File: src/rtl/aes_inv_cipher_seq.sv
// aes_inv_cipher_seq
//   Iterative AES inverse cipher (AES-128/192/256 via NK/NR). It applies one
//   inverse round per clock using a pre-expanded key schedule and has
//   valid/ready handshakes on both sides.
// Ports
//   clk, reset     rising-edge clock, synchronous active-high reset
//   in_valid/in_ready/in_block          ciphertext input handshake
//                                       (bits [0:7] = state byte 0, column-major)
//   key_schedule   round key r at bits [128r +: 128]; must be stable while busy
//   out_valid/out_ready/out_block       plaintext output handshake
//   busy           high in any non-idle state
//   round_idx      index of the round key applied next
module aes_inv_cipher_seq #(
   parameter int NK = 4,
   parameter int NR = 10
) (
   input  logic                  clk,
   input  logic                  reset,
   input  logic                  in_valid,
   output logic                  in_ready,
   input  logic [0:127]          in_block,
   input  logic [0:128*(NR+1)-1] key_schedule,
   output logic                  out_valid,
   input  logic                  out_ready,
   output logic [0:127]          out_block,
   output logic                  busy,
   output logic [3:0]            round_idx
);

   if (NR != NK + 6) begin : g_bad_params
      $error("aes_inv_cipher_seq: NR must equal NK + 6");
   end

   localparam logic [0:2047] INV_SBOX = {
      128'h52096ad53036a538bf40a39e81f3d7fb, 128'h7ce339829b2fff87348e4344c4dee9cb,
      128'h547b9432a6c2233dee4c950b42fac34e, 128'h082ea16628d924b2765ba2496d8bd125,
      128'h72f8f66486689816d4a45ccc5d65b692, 128'h6c704850fdedb9da5e154657a78d9d84,
      128'h90d8ab008cbcd30af7e45805b8b34506, 128'hd02c1e8fca3f0f02c1afbd0301138a6b,
      128'h3a9111414f67dcea97f2cfcef0b4e673, 128'h96ac7422e7ad3585e2f937e81c75df6e,
      128'h47f11a711d29c5896fb7620eaa18be1b, 128'hfc563e4bc6d279209adbc0fe78cd5af4,
      128'h1fdda8338807c731b11210592780ec5f, 128'h60517fa919b54a0d2de57a9f93c99cef,
      128'ha0e03b4dae2af5b0c8ebbb3c83539961, 128'h172b047eba77d626e169146355210c7d
   };

   typedef enum logic [1:0] {IDLE, ROUND, FINAL, DONE} state_t;

   state_t       state_q, state_d;
   logic [0:127] st_q, st_d;
   logic [0:127] out_block_q, out_block_d;
   logic         out_valid_q, out_valid_d;
   logic [3:0]   round_idx_q, round_idx_d;
   logic [0:127] rk_cur, rk_first, rk_last;

   function automatic logic [7:0] inv_sbox(input logic [7:0] b);
      return INV_SBOX[8*int'(b) +: 8];
   endfunction

   function automatic logic [7:0] xtime(input logic [7:0] b);
      return {b[6:0], 1'b0} ^ (b[7] ? 8'h1b : 8'h00);
   endfunction

   // Row r rotated right by r: new column c takes old column (c - r) mod 4.
   function automatic logic [0:127] inv_shift_rows(input logic [0:127] s);
      logic [0:127] o;
      o = '0;
      for (int unsigned c = 0; c < 4; c++)
         for (int unsigned r = 0; r < 4; r++)
            o[8*(4*c+r) +: 8] = s[8*(4*((c+4-r)%4)+r) +: 8];
      return o;
   endfunction

   function automatic logic [0:127] inv_sub_bytes(input logic [0:127] s);
      logic [0:127] o;
      o = '0;
      for (int unsigned i = 0; i < 16; i++)
         o[8*i +: 8] = inv_sbox(s[8*i +: 8]);
      return o;
   endfunction

   // Multiples 9/b/d/e built from x2, x4, x8 of each byte.
   function automatic logic [0:127] inv_mix_columns(input logic [0:127] s);
      logic [0:127] o;
      logic [7:0]   a [4];
      logic [7:0]   m9 [4], mb [4], md [4], me [4];
      logic [7:0]   x2, x4, x8;
      o = '0;
      for (int unsigned c = 0; c < 4; c++) begin
         for (int unsigned r = 0; r < 4; r++) begin
            a[r]  = s[8*(4*c+r) +: 8];
            x2    = xtime(a[r]);
            x4    = xtime(x2);
            x8    = xtime(x4);
            m9[r] = x8 ^ a[r];
            mb[r] = x8 ^ x2 ^ a[r];
            md[r] = x8 ^ x4 ^ a[r];
            me[r] = x8 ^ x4 ^ x2;
         end
         o[8*(4*c+0) +: 8] = me[0] ^ mb[1] ^ md[2] ^ m9[3];
         o[8*(4*c+1) +: 8] = m9[0] ^ me[1] ^ mb[2] ^ md[3];
         o[8*(4*c+2) +: 8] = md[0] ^ m9[1] ^ me[2] ^ mb[3];
         o[8*(4*c+3) +: 8] = mb[0] ^ md[1] ^ m9[2] ^ me[3];
      end
      return o;
   endfunction

   assign rk_cur   = key_schedule[128*int'(round_idx_q) +: 128];
   assign rk_first = key_schedule[0 +: 128];
   assign rk_last  = key_schedule[128*NR +: 128];

   always_ff @(posedge clk) begin
      if (reset) begin
         state_q     <= IDLE;
         st_q        <= '0;
         out_block_q <= '0;
         out_valid_q <= 1'b0;
         round_idx_q <= '0;
      end else begin
         state_q     <= state_d;
         st_q        <= st_d;
         out_block_q <= out_block_d;
         out_valid_q <= out_valid_d;
         round_idx_q <= round_idx_d;
      end
   end

   always_comb begin
      state_d     = state_q;
      st_d        = st_q;
      out_block_d = out_block_q;
      out_valid_d = out_valid_q;
      round_idx_d = round_idx_q;
      unique case (state_q)
         IDLE: begin
            if (in_valid) begin
               st_d        = in_block ^ rk_last;
               round_idx_d = 4'(NR - 1);
               state_d     = ROUND;
            end
         end
         ROUND: begin
            st_d        = inv_mix_columns(inv_sub_bytes(inv_shift_rows(st_q)) ^ rk_cur);
            round_idx_d = round_idx_q - 4'd1;
            if (round_idx_q == 4'd1) state_d = FINAL;
         end
         FINAL: begin
            out_block_d = inv_sub_bytes(inv_shift_rows(st_q)) ^ rk_first;
            out_valid_d = 1'b1;
            round_idx_d = '0;
            state_d     = DONE;
         end
         DONE: begin
            if (out_ready) begin
               out_valid_d = 1'b0;
               state_d     = IDLE;
            end
         end
         default: state_d = IDLE;
      endcase
   end

   always_comb begin
      in_ready  = (state_q == IDLE);
      busy      = (state_q != IDLE);
      out_valid = out_valid_q;
      out_block = out_block_q;
      round_idx = round_idx_q;
   end

endmodule

File: config.mk
export PLATFORM = sky130hd
export DESIGN_NAME = aes_inv_cipher_seq
export DESIGN_NICKNAME = d
export VERILOG_FILES = /design/src/rtl/aes_inv_cipher_seq.sv
export SDC_FILE = /design/constraint.sdc
export NUM_CORES = 2
export LEC_CHECK = 0
export ABC_CLOCK_PERIOD_IN_PS = 4700
export CORE_AREA = 2 2 649 651
export DETAILED_ROUTE_END_ITERATION = 7
export DIE_AREA = 0 0 651 653
export PLACE_DENSITY = 0.47
export SYNTH_ARGS = -nofsm -noshare
export SYNTH_HDL_FRONTEND = slang
export SYNTH_SLANG_ARGS = --single-unit
File: constraint.sdc
create_clock -name clk -period 4.7 [get_ports clk]
set_input_delay 0.47 -clock clk [delete_from_list [all_inputs] [get_ports clk]]
set_output_delay 0.47 -clock clk [all_outputs]
set_load 0.1 [all_outputs]
==> qor.yml <==
hold_viol: 0
dp_slack_ns: -0.6965
final_cell_mix: "buf_4, clkdlybuf4s50_1, nor2_1"
nets: 16893
avgSynthCellArea_sq_um: 7.490
cts_sinks: 263
drv_cap: 0
dp_hpwl_um: 742600
cts_buffers: 49
syn-cell-area_sq_mm: 0.08934
slew_headroom_pct: 13.94
drc: 0
ios: 1675
drive_above_1_share_pct: 26.51
grt_overflow: 0
die_x_um: 651
grt_pass1_wl_um: 1148000
tritoncts: "yes"
wl_met2_um: 370700
reg2reg_from: "st_q[127]"
rsz0062_at_grt: "true"
grt_max_degree: 83
tightest_slew_ns: 1.281
hold_path.class: "input port to flop"
post-route-period-util_pct: 100.5
clk_path_buf_depth: 3
core_area_sq_mm: 0.4184
skew_ns: 0.07738
place_congestion: 1.050
dr.first_iter.drc_count: 16820
final_antenna_net_count: 0
clock_latency_ns: 0.81
antenna_found_initial: 345
dr_wl_met3_um: 88310
h-tree-depth: 2
clockRootBuffer: "clkbuf_16"
netlist-cell-type-count: 127
wl_met1_um: 339500
area_growth_pct: 50.46
routed_wl_um: 885400
mostFrequentLayoutCell: "buf_4"
worst-setup-path-type: "flop to flop"
routed_via_density: 5.935
whs_ns: 0.2593
min-delay-start: "reset"
portBuffers: 1674
critPathRequiredTime_ns: 5.38
synth-main-ff-cell: "dfxtp_1"
syn-num-nets: 13762
design.die.area_sq_mm: 0.4251
maxSlewViolCount: 0
setup_slack_ns: -0.02579
cp-start-kind: "flop"
synthCells: 11928
setup_viol: 1
top_layer: "met5"
status: "finished with violations"
min_period_ns: 4.726
synth.yosys.warnings: 0
num_vias: 124846
grt_pass1_vias: 117252
yosysSeqAreaShare_pct: 5.893
failed_checks: "setup timing"
synth_edf_count: 0
fmax_mhz: 211.6
start_util_pct: 21.35
die_h_um: 653
track_usage_pct: 39.64
wire_per_inst_um: 42.09
cp_max_fo: 17
rows: 238
cp.arrival_ns: 5.41
cp-end-kind: "flop"
synthArstFlopShare_pct: 0
clk_pin_slew_ns: 0.07
synth_seq_cells: 263
cp-startpoint: "st_q[127]"
drt_pass1_iterations: 8
-- final timing paths --
check                                     end  slack, ns  cells past startpoint
worst max-delay path                 st_q[85]      -0.03                     17
worst max register to register       st_q[85]      -0.03                     17
worst min register to register  out_block[19]       0.47                      2
worst min-delay path             round_idx[2]       0.26                      2
-- flip-flops by register name, indices dropped and copies added (netlist names) --
register,flops
state_q,2
out_block,128
st_q,128
out_valid,1
round_idx,4
-- cells in the mapped netlist (189+ instances only) --
cell type    n  area share, %
a211oi_1   289            2.4
a31oi_1    208            1.5
nand2b_1   425            3.0
nor2b_1    297            2.1
xor2_1     422            4.1
a21oi_1    825            4.6
dfxtp_1    263            5.9
nor3_1     331            1.9
nand3_1    244            1.4
buf_2      474            2.7
mux4_2     359            9.0
nor2_1     886            3.7
ha_1       294            4.1
nand2_1    718            3.0
o211ai_1   218            1.8
xnor2_1    604            5.9
a311oi_1   189            1.9
o21ai_0    708            4.0
mux2i_1    390            4.4
clkbuf_1   574            2.4
-- final cells by class --
type,instances,area [sq um]
Sequential cell,263,5433
Timing Repair Buffer,4449,40080
Clock inverter,32,315.3
Antenna cell,417,1044
Tap cell,5520,6907
Inverter,201,759.5
Fill cell,45277,284000
Clock buffer,59,1389
Multi-Input combinational cell,10095,78510
-- critical path: stages, from the launching register on --
cell and delay [ns]:
dfxtp_1 0.35, buf_4 0.32, ha_1 0.39, buf_4 0.18, nand2b_1 0.18, a221oi_1 0.40, nor4_1 0.09, o2111ai_1 0.38
o211ai_2 0.21, xor2_2 0.23, buf_12 0.15, xnor2_1 0.27, xnor3_1 0.37, xnor3_1 0.44, xnor2_1 0.18, a21oi_1 0.12
buf_4 0.21, a21o_1 0.14
-- through the flow --
stage          cells  util (%)  instance area (sq um)  setup TNS [ns]
5_1_grt        20946     32.08                 134200        -0.05431
6_report       21036     32.13                 134400        -0.02579
4_1_cts        20579     31.46                 131600       -0.003596
3_3_place_gp   20476     30.92                 129400          -20.23
3_5_place_dp   20476     30.92                 129400          -15.81
2_1_floorplan  11928         -                  89450        -0.05899
-- layer usage --
metal,global-route usage [%],vias to the layer above
met5,0,-
met4,32.97,120
met3,11.60,2004
met2,57.97,8593
met1,47.78,61965
li1,-,52164
-- logic make-up (layout without fill, tap and decap cells) --
group | after synthesis | count (layout) | share of synthesized area [%]
compound gates | 4214 | 4214 | 33.19
simple gates | 3600 | 3600 | 20.36
buf+inv | 1570 | 4741 | 8.618
xor+xnor | 1182 | 1182 | 13.69
mux | 805 | 805 | 14.13
fa+ha+maj | 294 | 294 | 4.117
flops | 263 | 263 | 5.893
other cells | 0 | 417 | 0
-- timing repair --
item / 4_1_cts / 5_1_grt
setup endpoints to repair: 78 / 108
resized for setup: 88 / 293
pin swaps: 19 / 61
hold buffers: 0 / 0
buffers inserted: 12 / 39
Power is left out: the tool's default activity adds up to more than one toggle a clock period on the data nets, which glitch-free logic cannot reach.
